File: src/rtl/sseg_share_arbiter.sv
// Round-robin owner of the shared seven-segment display with a minimum hold.
// Ports: clk, rst (async active-low), req/req_value in; grant/done/value/owner/busy out.
module sseg_share_arbiter #(
  parameter int N_REQ = 4,
  parameter int HOLD_CYCLES = 100000000,
  parameter int CNT_W = 27,
  localparam int OW = (N_REQ > 1) ? $clog2(N_REQ) : 1
) (
  input  logic                 clk,
  input  logic                 rst,
  input  logic [N_REQ-1:0]     req,
  input  logic [8*N_REQ-1:0]   req_value,
  output logic [N_REQ-1:0]     grant,
  output logic [N_REQ-1:0]     done,
  output logic [7:0]           value,
  output logic [OW-1:0]        owner,
  output logic                 busy
);

  typedef enum logic {IDLE, HOLD} state_t;

  localparam logic [CNT_W-1:0] CNT_MAX = CNT_W'(HOLD_CYCLES - 1);
  localparam logic [N_REQ-1:0] ONE = {{(N_REQ-1){1'b0}}, 1'b1};

  state_t           state, state_d;
  logic [CNT_W-1:0] cnt, cnt_d;
  logic [OW-1:0]    rr, rr_d;
  logic [OW-1:0]    owner_d, nxt, pick, scan_from;
  logic [N_REQ-1:0] grant_d, done_d, others, scan_req;
  logic [7:0]       value_d;
  logic             busy_d, expired, own_req;
  logic [7:0]       slice [N_REQ];

  // first requester at or after s, wrapping mod N_REQ
  function automatic logic [OW-1:0] rr_pick(
    input logic [N_REQ-1:0] r,
    input logic [OW-1:0]    s
  );
    logic [OW:0]   idx;
    logic [OW-1:0] p;
    logic          hit;
    p   = '0;
    hit = 1'b0;
    for (int k = 0; k < N_REQ; k++) begin
      idx = {1'b0, s} + (OW+1)'(k);
      if (idx >= (OW+1)'(N_REQ))
        idx = idx - (OW+1)'(N_REQ);
      if (!hit && r[idx[OW-1:0]]) begin
        hit = 1'b1;
        p   = idx[OW-1:0];
      end
    end
    return p;
  endfunction

  always_comb begin
    for (int i = 0; i < N_REQ; i++)
      slice[i] = req_value[8*i +: 8];
  end

  assign nxt     = (owner == OW'(N_REQ - 1)) ? '0 : owner + 1'b1;
  assign own_req = req[owner];
  assign others  = req & ~grant;
  assign expired = (cnt == CNT_MAX);

  // handoff scans from old+1 with the old owner masked out
  assign scan_req  = (state == IDLE) ? req : others;
  assign scan_from = (state == IDLE) ? rr : nxt;
  assign pick      = rr_pick(scan_req, scan_from);

  always_comb begin
    state_d = state;
    grant_d = grant;
    done_d  = '0;
    value_d = value;
    owner_d = owner;
    busy_d  = busy;
    cnt_d   = cnt;
    rr_d    = rr;
    unique case (state)
      IDLE: begin
        if (|req) begin
          state_d = HOLD;
          grant_d = ONE << pick;
          owner_d = pick;
          value_d = slice[pick];
          busy_d  = 1'b1;
          cnt_d   = '0;
        end
      end
      HOLD: begin
        if ((!own_req || expired) && |others) begin
          done_d  = grant;
          grant_d = ONE << pick;
          owner_d = pick;
          value_d = slice[pick];
          cnt_d   = '0;
          rr_d    = nxt;
        end else if (!own_req) begin
          state_d = IDLE;
          done_d  = grant;
          grant_d = '0;
          busy_d  = 1'b0;
          rr_d    = nxt;
        end else begin
          value_d = slice[owner];
          if (!expired)
            cnt_d = cnt + 1'b1;
        end
      end
      default: state_d = IDLE;
    endcase
  end

  always_ff @(posedge clk or negedge rst) begin
    if (!rst) begin
      state <= IDLE;
      grant <= '0;
      done  <= '0;
      value <= 8'h00;
      owner <= '0;
      busy  <= 1'b0;
      cnt   <= '0;
      rr    <= '0;
    end else begin
      state <= state_d;
      grant <= grant_d;
      done  <= done_d;
      value <= value_d;
      owner <= owner_d;
      busy  <= busy_d;
      cnt   <= cnt_d;
      rr    <= rr_d;
    end
  end

endmodule
File: config.mk
export PLATFORM = sky130hd
export DESIGN_NAME = sseg_share_arbiter
export DESIGN_NICKNAME = d
export VERILOG_FILES = /design/src/rtl/sseg_share_arbiter.sv
export SDC_FILE = /design/constraint.sdc
export NUM_CORES = 1
export LEC_CHECK = 0
export BUFFER_PORTS_ARGS = -buffer_cell sky130_fd_sc_hd__buf_2
export CAP_MARGIN = 0
export CORE_MARGIN = 2
export CORE_UTILIZATION = 50
export CTS_CLUSTER_SIZE = 28
export DETAILED_ROUTE_END_ITERATION = 8
export PLACE_DENSITY = 0.8
export SKIP_LAST_GASP = 1
export SLEW_MARGIN = 20
export SYNTH_ARGS = -nofsm -noshare
export SYNTH_HDL_FRONTEND = slang
export SYNTH_SLANG_ARGS = --single-unit
export TNS_END_PERCENT = 100
File: constraint.sdc
create_clock -name clk -period 2.4 [get_ports clk]
set_input_delay 0.48 -clock clk [delete_from_list [all_inputs] [get_ports clk]]
set_output_delay 0.48 -clock clk [all_outputs]
set_load 0.005 [all_outputs]
# Yosys cells after proc, flatten, opt, wreduce, memory -nomap -nowiden
# Cells that the tools add are included.
# word_totals
reg_bits	49
out_inout_bits	19
# op_classes
addsub	9
order_cmp	11
n_eq_ne	10
shift	1
muxes	59
bitwise	5
n_reduce_logical	17
# op_table
op	n
two-way mux 27 bit	4
two-way mux 8 bit	7
one-hot mux 27 bit (2 select lines)	1
binary-select mux 8 bit (select 2 bit)	2
two-way mux 2 bit	14
two-way mux 4 bit	7
adder 27 x 1 -> 27 bit, second input constant	1
== test 27 bit, second input constant	1
one-hot mux 8 bit (2 select lines)	1
greater-or-equal comparator 3 bit, second input constant	5
less-than comparator 2 x 3 -> 1 bit, second input constant	5
two-way mux 1 bit	14
binary-select mux 1 bit (select 2 bit)	5
one-hot mux 4 bit (2 select lines)	1
AND reduction 2 bit	4
OR reduction 4 bit	2
subtractor 2 x 1 -> 2 bit, second input constant	4
adder 2 x 2 -> 3 bit, second input constant	2
!= test 2 x 1 -> 1 bit, second input constant	3
!= test 3 x 2 -> 1 bit, second input constant	2
NOT 2 -> 3 bit	2
AND reduction 3 bit	2
AND 4 bit	1
logical AND 1 bit	4
other kinds (13)	18

# Longest topological paths before layout
# Gate-level depths: netlist of the first run.
# logic_depth
ltp_word	23
depth_mapped	9
depth_no_buf	8

# Least setup slack after synthesis of the first run
# No wires, ideal clock.
# synth_path
path_kind	register to register
from	register owner[0]
to	register value[0]
setup_ns	0.082
arrival_ns	2.195
slack_ns	0.123
path_stages_with_launch	8
n_path_buf	0
synth_period_minus_slack_ns	2.277
cell_sequence	dfrtp_1 > ha_1 > and4b_1 > o31ai_1 > nand2_1 > a21oi_2 > mux2_2 > a31oi_1
# synth_between
elab_chain_len	23
# synth_lines
element	line	source
start: declaration	16	output logic [OW-1:0] owner,
start signal: assignment	130	owner <= owner_d;
adder 2 x 1 -> 2 bit / == test 2 bit (equally long branches)	61	assign nxt = (owner == OW'(N_REQ - 1)) ? '0 : owner + 1'b1;
two-way mux 2 bit (*)	61	
named net nxt[1]	28	logic [OW-1:0] owner_d, nxt, pick, scan_from;
two-way mux 2 bit (*)	68	assign scan_from = (state == IDLE) ? rr : nxt;
branches (longest 13 deep; another with adder 2 x 1 -> 3 bit)	-	
two-way mux 2 bit (*)	48	if (!hit && r[idx[OW-1:0]]) begin
NOT 2 -> 3 bit (implied by the code) (*)	86, 96	
binary-select mux 8 bit (select 2 bit) (*)	86, 96	
two-way mux 8 bit (implied by the code) (*) (2 in series)	86, 96	
two-way mux 8 bit (on tied branches)	92, 82	
one-hot mux 8 bit (2 select lines) (*)	80	unique case (state)
end signal: assignment	129	value <= value_d;
end: declaration	15	output logic [7:0] value,
# Mark *: on every way through the listed nets, which the timed path passes. The select of a mux whose other input is x is not followed.
# A chain may end at the register's enable or synchronous reset.

# Worst setup path in the final report of the first run
# layout_path
from	register state
to	register value[3]
# layout_between
elab_chain_len	21
# layout_lines
element	line	source
start: declaration	25	state_t state, state_d;
start signal: assignment	126	state <= state_d;
branches (longest 21 deep; another with adder 2 x 1 -> 3 bit)	-	
# Several ways; the timed one is not identified. The select of a mux whose other input is x is not followed.

==> metrics.cfg, run 1 <==
[timing]
fin_setup_tns_ns = 0
rsz_0062_raised_after_global_routing = no
max-slew-margin-rel_pct = 62.8
setup_viol_count_final = 0
slew_viol_final = 0
min_period_over_period_pct = 96.4
final.min_clock_period_ns = 2.31
worst_pin_slew_ns = 0.554
finalClockSkew_ns = 0.0149
hold_viol_final = 0
fmax_ghz = 0.432

[placed_design]
gp_congestion = 0.966
io_buffers = 56
dp.cells = 514
hpwl_after_detailed_placement_um = 6920

[floorplanning]
chipWidth_um = 86.9
num_io_pins = 57
design.die.area_um2 = 7560
std_cell_rows = 30
core_area_um2 = 6720
chipHeight_um = 86.9
initial_core_util_pct = 51.2

[logic_synthesis]
synth.area.mux_share_pct = 8.80
synth_xor_area_share_pct = 3.31
ys_seq_elements = 49
cell_accounting_for_the_most_synthesized_area = sky130_fd_sc_hd__dfrtp_1
yosys.area_share.simple_pct = 26.7
synthesis.area_per_instance_um2 = 9.30
synth_compound_gate_area_share_pct = 20.6
synth-async-reset-ratio_pct = 100
synth.yosys.warnings = 0
synthCells = 370
syn_nets = 410
syn_area_um2 = 3440
synth-edff-count = 0
synth_top_flop_cell = sky130_fd_sc_hd__dfrtp_1
synthAdderAreaFrac_pct = 0.728
share_of_the_synthesized_area_in_the_top_cell_type_pct = 35.6
cell_types_with_the_largest_area_share_after_synthesis = sky130_fd_sc_hd__dfrtp_1 36%, sky130_fd_sc_hd__mux4_2 5.9%, sky130_fd_sc_hd__nand3_1 4.2%
ys_types = 70
dominant_combinational_cell_family_by_area_after_synthesis = simple AND/OR/NAND/NOR gates
synth.yosys.seq_area_share_pct = 35.6

[routing]
drtAntennaViolNets = 0
routed_wl_um = 9320
detail_route.drc_violations = 0
wire_per_inst_um = 17.8
pre_antenna_drt_iters = 4
dr_total_vias = 3337
detailedRoute.firstIterationViolations = 181
vias_per_cell = 6.39

[setup_path]
critPathRequiredTime_ns = 2.60
setup.worst_path.end_class = register
setup.worst_path.class = register to register
timing.critical_path.arrival_ns = 2.51
crit_path_max_fanout = 13
ff2ff_setup_slack_ns = 0.09
timing.critical_path.from_type = register

[clocking]
post-cts-setup-buffers = 0
tritoncts_buffer_count = 5
cts_sinks = 49
cts_max_path_buffers = 2
htree_num_levels = 2
cts-root-buf = sky130_fd_sc_hd__clkbuf_8
number_of_resized_instances_in_the_post_cts_repair_step = 0
tritoncts_clock_tree = built
worst_setup_hold_path_clk_slew_ns = 0.10
cts_hold_buf = 0
clock_insertion_delay_worst_skew_ns = 0.32

[grt]
grt_util_met1_pct = 30.9
globalRouteOverflowTotal = 0
grt_pass1_vias = 3383
met3_usage_pct = 3.32
grtUsageTotal_pct = 25.5
largest_net_degree_at_the_start_of_global_routing = 27
grt_antenna_before_repair = 0
grt_most_used_layer = met2
wire_length_of_the_first_global_routing_pass_um = 15400
gr-usage-met2_pct = 45.0

[finish]
number_of_nets_at_the_end_of_the_flow = 481
layout.cells.most_common_list = 56 x sky130_fd_sc_hd__buf_2, 49 x sky130_fd_sc_hd__dfrtp_1, 31 x sky130_fd_sc_hd__nand2_1, 29 x sky130_fd_sc_hd__nand3_1, 25 x sky130_fd_sc_hd__a21oi_1
area_growth_syn_to_layout_pct = 17.0
n_antenna_cell = 0
layout-drive-gt1-share_pct = 30.5
final_common_cell = sky130_fd_sc_hd__buf_2
instances_no_fill = 522

[power_and_ir_drop]
ir_drop_worst_case_vdd_uv = 358
power_per_cell_area_nw_per_um2 = 1080
p_total_mw = 4.35
power.leakage_nw = 1.75

[run]
drv_cap = 0

[status]
status = complete, no violations

[worst_hold_path]
hold_path.class = primary input to async pin

-- final cells by class --
| cell class | instances | area (um2) |
|---|---|---|
| multi-input cells | 299 | 2090 |
| flip-flops and latches | 49 | 1230 |
| inverters | 8 | 32.5 |
| well taps | 80 | 100 |
| fillers | 584 | 2700 |
| repair buffers | 78 | 458 |
| clock buffers | 7 | 86.3 |
| clock inverters | 1 | 30.0 |
-- cells by family after synthesis --
| kind of cell | Yosys count |
|---|---|
| flops | 49 |
| mux | 18 |
| xor+xnor | 13 |
| fa+ha+maj | 2 |
| simple gates | 162 |
| buf+inv | 22 |
| compound gates | 104 |
-- registers in the layout, indices dropped and copies added, names as in the netlist --
register  count
state         1
value         8
busy          1
grant         4
owner         2
done          4
cnt          27
rr            2
-- cells in the mapped netlist, types with 2 or more instances --
| cell type | count |
|---|---|
| sky130_fd_sc_hd__or2_2 | 3 |
| sky130_fd_sc_hd__a22oi_1 | 2 |
| sky130_fd_sc_hd__o21ai_1 | 7 |
| sky130_fd_sc_hd__o31ai_1 | 11 |
| sky130_fd_sc_hd__a31o_2 | 2 |
| sky130_fd_sc_hd__dfrtp_1 | 49 |
| sky130_fd_sc_hd__a21oi_2 | 7 |
| sky130_fd_sc_hd__a21boi_0 | 3 |
| sky130_fd_sc_hd__buf_6 | 6 |
| sky130_fd_sc_hd__a21oi_1 | 25 |
| sky130_fd_sc_hd__a21bo_2 | 2 |
| sky130_fd_sc_hd__or2_0 | 6 |
| sky130_fd_sc_hd__or3b_2 | 2 |
| sky130_fd_sc_hd__a31oi_1 | 8 |
| sky130_fd_sc_hd__nor2_1 | 22 |
| sky130_fd_sc_hd__o21ai_0 | 17 |
| sky130_fd_sc_hd__nand2b_1 | 6 |
| sky130_fd_sc_hd__mux4_2 | 9 |
| sky130_fd_sc_hd__xor2_1 | 12 |
| sky130_fd_sc_hd__inv_1 | 6 |
| sky130_fd_sc_hd__nand2_1 | 31 |
| sky130_fd_sc_hd__or3_1 | 9 |
| sky130_fd_sc_hd__ha_1 | 2 |
| sky130_fd_sc_hd__buf_2 | 5 |
| sky130_fd_sc_hd__and3_1 | 13 |
| sky130_fd_sc_hd__and4_1 | 2 |
| sky130_fd_sc_hd__buf_4 | 2 |
| sky130_fd_sc_hd__a22o_1 | 4 |
| sky130_fd_sc_hd__a2bb2oi_1 | 4 |
| sky130_fd_sc_hd__mux2_2 | 8 |
| sky130_fd_sc_hd__nor3_1 | 6 |
| sky130_fd_sc_hd__nand4_1 | 12 |
| sky130_fd_sc_hd__nand3_1 | 29 |
| sky130_fd_sc_hd__or4b_1 | 2 |
-- metal layers --
layer	routed length [um]	part of all wire, %
met1	3730	40
met2	4880	52
met3	456	4.9
met4	250	2.7
met5	0	0
-- stage by stage --
stage / util (%) / area [um2] / worst slack [ns] / hold slack [ns]
floorplan: - / 3440 / 0.123 / 0.184
global placement: 57.8 / 3890 / 0.0992 / 0.457
detailed placement: 57.8 / 3890 / 0.0478 / 0.465
CTS: 59.6 / 4000 / 0.111 / 0.122
global route: 59.9 / 4020 / 0.0121 / 0.144
finish: 59.9 / 4020 / 0.0860 / 0.109
-- power by group --
part	switching (mW)	total [mW]	internal (mW)
clock	0.288	0.628	0.340
combinational	1.40	2.55	1.15
sequential	0.155	1.17	1.02
total	1.85	4.35	2.50
-- final timing paths --
path | startpoint | cells past startpoint | end
max in group asynchronous | rst | 2 | cnt[11]
max reg2reg | state | 8 | value[3]
min in group clk | req_value[4] | 3 | value[4]
max | state | 8 | value[3]
min reg2reg | cnt[1] | 2 | cnt[1]
min | rst | 1 | done[3]
-- critical path, stage by stage (launching register included) --
cell	delay, ns
sky130_fd_sc_hd__dfrtp_1	0.60
sky130_fd_sc_hd__buf_4	0.24
sky130_fd_sc_hd__nand2b_1	0.09
sky130_fd_sc_hd__o22a_1	0.18
sky130_fd_sc_hd__o21ai_0	0.45
sky130_fd_sc_hd__buf_4	0.23
sky130_fd_sc_hd__a21oi_1	0.06
sky130_fd_sc_hd__o21ai_0	0.23
sky130_fd_sc_hd__a31oi_1	0.12
Note: power is estimated with default switching activity, not from simulation.
==> run 2: changes to the inputs <==
--- a/config.mk
+++ b/config.mk
@@ -7,11 +7,13 @@
 export LEC_CHECK = 0
 export BUFFER_PORTS_ARGS = -buffer_cell sky130_fd_sc_hd__buf_2
 export CAP_MARGIN = 0
+export CELL_PAD_IN_SITES_DETAIL_PLACEMENT = 0
+export CELL_PAD_IN_SITES_GLOBAL_PLACEMENT = 1
 export CORE_MARGIN = 2
-export CORE_UTILIZATION = 50
+export CORE_UTILIZATION = 39
 export CTS_CLUSTER_SIZE = 28
 export DETAILED_ROUTE_END_ITERATION = 8
-export PLACE_DENSITY = 0.8
+export PLACE_DENSITY = 0.81
 export SKIP_LAST_GASP = 1
 export SLEW_MARGIN = 20
 export SYNTH_ARGS = -nofsm -noshare
==> metrics.cfg, run 2 (synthesis gave the netlist of run 1 again) <==
[status]
status = complete, no violations

[setup_path]
r2r-end = grant[3]
crit_path_max_fanout = 13  ; unchanged
setup.worst_path.end_class = register
critical-path-slowest-cell = sky130_fd_sc_hd__or4b_2
ff2ff_setup_slack_ns = 0.14  ; +0.05 ns
cp_slowest_stage_delay_ns = 0.69  ; +0.09 ns
cp_top_family = simple AND/OR/NAND/NOR gates
rr_worst_depth = 6  ; -2
r2r-start = cnt[11]
timing.critical_path.from_type = register
timing.critical_path.arrival_ns = 2.45  ; -0.06 ns
worstPathBufferInverterCount = 0  ; -2
critPathRequiredTime_ns = 2.59  ; about the same
cp_cell_sequence = or4b_2 > nor3_2 > a31o_4 > and2_4 > o21ai_1 > a22o_1
setup.worst_path.class = register to register

[floorplanning]
chipHeight_um = 97.9  ; +13%
std_cell_rows = 34  ; +13%
initial_core_util_pct = 39.8  ; -11 points
design.die.area_um2 = 9590  ; +27%
chipWidth_um = 97.9  ; +13%
num_io_pins = 57  ; unchanged
core_area_um2 = 8640  ; +29%

[placed_design]
dp.cells = 543  ; +5.6%
hpwl_after_detailed_placement_um = 6810  ; -1.5%
gp_congestion = 0.866  ; -10%
io_buffers = 56  ; unchanged

[grt]
globalRouteOverflowTotal = 0  ; unchanged
grtUsageTotal_pct = 20.0  ; -5.5 points
grt_antenna_before_repair = 0  ; unchanged
grt_pass1_vias = 3121  ; -7.7%
largest_net_degree_at_the_start_of_global_routing = 27  ; unchanged
wire_length_of_the_first_global_routing_pass_um = 15700  ; +2.2%

[clocking]
htree_num_levels = 2  ; unchanged
post-cts-setup-buffers = 0  ; unchanged
tritoncts_buffer_count = 5  ; unchanged
cts-root-buf = sky130_fd_sc_hd__clkbuf_8
worst_setup_hold_path_clk_slew_ns = 0.09  ; about the same
tritoncts_clock_tree = built
cts_max_path_buffers = 2  ; unchanged
clock_insertion_delay_worst_skew_ns = 0.30  ; -0.02 ns
cts_sinks = 49  ; unchanged

[power_and_ir_drop]
power_per_cell_area_nw_per_um2 = 1050  ; -2.8%
ir_drop_worst_case_vdd_uv = 408  ; +14%
power.leakage_nw = 1.74  ; -0.56%

[routing]
drtAntennaViolNets = 0  ; unchanged
wire_per_inst_um = 17.1  ; -4.3%
routed_wl_um = 9390  ; +0.79%
vias_per_cell = 5.86  ; -8.4%
pre_antenna_drt_iters = 4  ; unchanged
detailedRoute.firstIterationViolations = 183  ; +1.1%
detail_route.drc_violations = 0  ; unchanged
dr_total_vias = 3222  ; -3.4%

[timing]
finalClockSkew_ns = 0.00560  ; -0.00932 ns
final.min_clock_period_ns = 2.26  ; -0.0516 ns
fin_setup_tns_ns = 0  ; unchanged
worst_pin_slew_ns = 0.635  ; +0.0812 ns
rsz_0062_raised_after_global_routing = no
min_period_over_period_pct = 94.3  ; -2.1 points
slew_viol_final = 0  ; unchanged
setup_viol_count_final = 0  ; unchanged
hold_viol_final = 0  ; unchanged
fmax_ghz = 0.442  ; +2.3%
max-slew-margin-rel_pct = 57.3  ; -5.5 points

[finish]
n_antenna_cell = 0  ; unchanged
largest_register_ffs = 27  ; unchanged
number_of_nets_at_the_end_of_the_flow = 482  ; +0.21%
nFillCells = 823  ; +41%
largest_register = cnt
final_common_cell = sky130_fd_sc_hd__buf_2
area_growth_syn_to_layout_pct = 17.3
largest_registers = cnt: 27 flops, value: 8 flops
layout.cells.most_common_list = 56 x sky130_fd_sc_hd__buf_2, 48 x sky130_fd_sc_hd__dfrtp_1, 31 x sky130_fd_sc_hd__nand2_1, 29 x sky130_fd_sc_hd__nand3_1, 25 x sky130_fd_sc_hd__a21oi_1
instances_no_fill = 550  ; +5.4%
layout-drive-gt1-share_pct = 31.0  ; +0.45 points

[run]
drv_cap = 0  ; unchanged

[worst_hold_path]
hold_path.class = primary input to async pin

[run 2: routing by layer]
layer  track usage (%)  vias up  wire length (um)
li1                  -     1544                 -
met1              28.7     1565              4480
met2              31.5      107              4270
met3              3.22        6               547
met4              5.34        0                98
met5                 0        -                 0
[run 2: how the worst max path moves through the flow]
stage	startpoint	endpoint	depth (start not counted)
after floorplan	owner[0]	value[0]	7
after detailed placement	req[0]	cnt[26]	9
final	cnt[11]	grant[3]	6
after CTS	owner[0]	value[6]	7
after global routing	owner[0]	value[6]	8
after global placement	req[0]	value[2]	7
[run 2: worst reg2reg max path, delay by kind of cell, from the launching register on]
| kind | cells | cell delay, ns |
|---|---|---|
| AO/OA/AOI/OAI | 3 | 0.61 |
| AND/OR/NAND/NOR | 3 | 1.11 |
| flip-flops | 1 | 0.43 |
[run 2: power breakdown]
part	leakage (nW)	total, mW	internal [mW]	switching [mW]
combinational	1.05	2.56	1.12	1.44
clock	0.0443	0.499	0.229	0.269
sequential	0.641	1.18	1.02	0.162
[run 2: final cells by class]
cell class              instances  area (um2)  share of cell area, %
clock buffers                   7        86.3                   2.14
inverters                       8        32.5                  0.806
multi-input cells             299        2080                   51.7
flip-flops and latches         49        1230                   30.4
well taps                     108         135                   3.35
repair buffers                 79         469                   11.6
[run 2: per-stage QoR]
stage	setup WS (ns)	util [%]	instance area, um2	total power, mW	hold slack, ns
after floorplan	0.123	-	3440	2.87	0.184
after global placement	0.0776	45.5	3930	3.65	0.429
after detailed placement	0.0383	45.5	3930	3.68	0.430
after CTS	0.0733	46.5	4020	4.19	0.0987
after global routing	0.00179	46.7	4040	4.56	0.113
final	0.138	46.7	4040	4.24	0.101
[run 2: what timing repair did]
action,in CTS,in global routing
setup endpoints to repair,0,12
endpoints found under the hold margin,0,0
hold buffers,0,0
gates resized for setup,0,7
==> run 3: changes to the inputs <==
--- a/config.mk
+++ b/config.mk
@@ -9,6 +9,7 @@
 export CAP_MARGIN = 0
 export CELL_PAD_IN_SITES_DETAIL_PLACEMENT = 0
 export CELL_PAD_IN_SITES_GLOBAL_PLACEMENT = 1
+export CORE_ASPECT_RATIO = 1.2
 export CORE_MARGIN = 2
 export CORE_UTILIZATION = 39
 export CTS_CLUSTER_SIZE = 28
==> metrics.cfg, run 3 (synthesis gave the netlist of run 1 again) <==
[routing]
dr_total_vias = 3250  ; +0.87%
detail_route.drc_violations = 0  ; unchanged
detailedRoute.firstIterationViolations = 147  ; -20%
pre_antenna_drt_iters = 4  ; unchanged
vias_per_cell = 5.80  ; -0.93%
routed_wl_um = 9720  ; +3.5%
drtAntennaViolNets = 0  ; unchanged
wire_per_inst_um = 17.4  ; +1.6%

[placed_design]
hpwl_after_detailed_placement_um = 7180  ; +5.4%
gp_congestion = 0.839  ; -3.2%
place_worst_setup_slack_ns = 0.0867  ; +0.0484 ns
io_buffers = 56  ; unchanged

[run]
drv_cap = 0  ; unchanged

[finish]
layout-drive-gt1-share_pct = 31.2  ; +0.16 points
largest_register = cnt
largest_registers = cnt: 27 flops, value: 8 flops
nFillCells = 849  ; +3.2%
area_growth_syn_to_layout_pct = 17.1
multi_input_gate_area_um2 = 2070  ; -0.60%
largest_register_ffs = 27  ; unchanged
final_common_cell = sky130_fd_sc_hd__buf_2
number_of_nets_at_the_end_of_the_flow = 482  ; unchanged
n_antenna_cell = 0  ; unchanged
layout.cells.most_common_list = 56 x sky130_fd_sc_hd__buf_2, 48 x sky130_fd_sc_hd__dfrtp_1, 31 x sky130_fd_sc_hd__nand2_1, 29 x sky130_fd_sc_hd__nand3_1, 25 x sky130_fd_sc_hd__a21oi_1
register_area_um2 = 1230  ; unchanged

[grt]
wire_length_of_the_first_global_routing_pass_um = 16200  ; +3.0%
gr-usage-met2_pct = 38.0  ; +6.6 points
grt_util_met1_pct = 24.9  ; -3.7 points
grtUsageTotal_pct = 20.7  ; +0.73 points
met3_usage_pct = 3.02  ; -0.20 points
grt_antenna_before_repair = 0  ; unchanged
largest_net_degree_at_the_start_of_global_routing = 50  ; +85%
globalRouteOverflowTotal = 0  ; unchanged
grt_most_used_layer = met2
grt_pass1_vias = 3282  ; +5.2%

[setup_path]
r2r-start = owner[0]
timing.critical_path.from_type = register
crit_path_max_fanout = 5  ; -8
setup.worst_path.end_class = register
worstSetupStartpoint = owner[0]
timing.critical_path.arrival_ns = 2.50  ; +0.05 ns
setup.worst_path.class = register to register
critPathRequiredTime_ns = 2.64  ; +0.05 ns

[power_and_ir_drop]
ir_drop_worst_case_vdd_uv = 315  ; -23%
switchingPower_mw = 1.86  ; -0.51%
pwr-share-clk_pct = 12.6  ; +0.8 points
power_frac_seq_pct = 28.0  ; about the same
power.leakage_nw = 1.74  ; about the same
power_per_cell_area_nw_per_um2 = 1050  ; -0.22%
pwr-share-comb_pct = 59.5  ; -0.9 points
cell_internal_pwr_mw = 2.36  ; -0.32%
power.share.switching_pct = 44.2  ; -0.047 points

[floorplanning]
initial_core_util_pct = 40.2  ; +0.33 points
num_io_pins = 57  ; unchanged
std_cell_rows = 37  ; +8.8%
chipHeight_um = 107  ; +9.2%
chipWidth_um = 89.7  ; -8.4%
design.die.area_um2 = 9590  ; about the same
core_area_um2 = 8560  ; -0.83%

[timing]
fin_setup_tns_ns = 0  ; unchanged
worst_pin_slew_ns = 0.636  ; +0.00136 ns
rsz_0062_raised_after_global_routing = yes
final.setup.worst_slack_ns = 0.139  ; +0.00112 ns
final.min_clock_period_ns = 2.26  ; -0.00112 ns
hold_viol_final = 0  ; unchanged
slew_viol_final = 0  ; unchanged
final.hold.worst_slack_ns = 0.253  ; +0.152 ns
fmax_ghz = 0.442  ; about the same
max-slew-margin-rel_pct = 57.6  ; +0.23 points
finalClockSkew_ns = 0.0116  ; +0.00604 ns
min_period_over_period_pct = 94.2  ; about the same
setup_viol_count_final = 0  ; unchanged

[clocking]
tritoncts_clock_tree = built
cts-root-buf = sky130_fd_sc_hd__clkbuf_8
clock_insertion_delay_worst_skew_ns = 0.31  ; about the same
tritoncts_buffer_count = 5  ; unchanged
cts_hold_buf = 0  ; unchanged
cts_sinks = 49  ; unchanged
worst_setup_hold_path_clk_slew_ns = 0.09  ; about the same
cts_max_path_buffers = 2  ; unchanged
htree_num_levels = 2  ; unchanged

[worst_hold_path]
hold_path.class = primary input to async pin

[status]
status = complete, no violations

==> run 3: routing by layer <==
layer	part of all wire, %	vias up
li1	-	1545
met1	42	1613
met2	53	77
met3	3.3	15
met4	2.1	0
met5	0	-
==> run 3: final timing paths <==
kind	slack [ns]	to	depth (start not counted)
setup / recovery	0.14	value[4]	7
hold / removal	0.25	rr[0]	2
setup reg to reg	0.14	value[4]	7
hold reg to reg	0.54	cnt[1]	2
max in group asynchronous	1.68	state	2
min in group clk	0.50	value[0]	3
==> run 3: layout make-up <==
type                       instances  share of cell area [%]
inverter                           8                   0.808
clock inverter                     2                   0.342
tap                              117                    3.63
multi-input combinational        299                    51.4
timing repair buffer              79                    11.2
sequential                        49                    30.5
clock buffer                       6                    2.05
==> run 3: worst max-delay path, cell delays in order (launching register included) <==
cell	delay (ns)
sky130_fd_sc_hd__dfrtp_1	0.39
sky130_fd_sc_hd__ha_1	0.33
sky130_fd_sc_hd__and4b_1	0.23
sky130_fd_sc_hd__o31ai_1	0.34
sky130_fd_sc_hd__nand2_1	0.11
sky130_fd_sc_hd__a21oi_2	0.29
sky130_fd_sc_hd__mux2_2	0.38
sky130_fd_sc_hd__a31oi_1	0.13
==> run 3: what timing repair did <==
action                     in CTS  in global routing
setup endpoints to repair       0                  8
gates resized for setup         0                  2
setup buffers                   0                  0
==> run 3: power by group through the flow <==
stage	Combinational, mW	Sequential, mW	Clock [mW]
floorplan	1.70	1.17	0
global placement	2.45	1.19	0
detailed placement	2.49	1.20	0
CTS	2.50	1.18	0.546
global route	2.77	1.21	0.581
finish	2.51	1.18	0.530
==> run 3: per-stage QoR <==
stage / power [mW] / instance area (um2) / utilization, % / std cells
floorplan: 2.87 / 3440 / - / 370
global placement: 3.65 / 3930 / 45.9 / 552
detailed placement: 3.68 / 3930 / 45.9 / 552
CTS: 4.22 / 4020 / 47.0 / 560
global route: 4.56 / 4030 / 47.0 / 560
finish: 4.22 / 4030 / 47.0 / 560
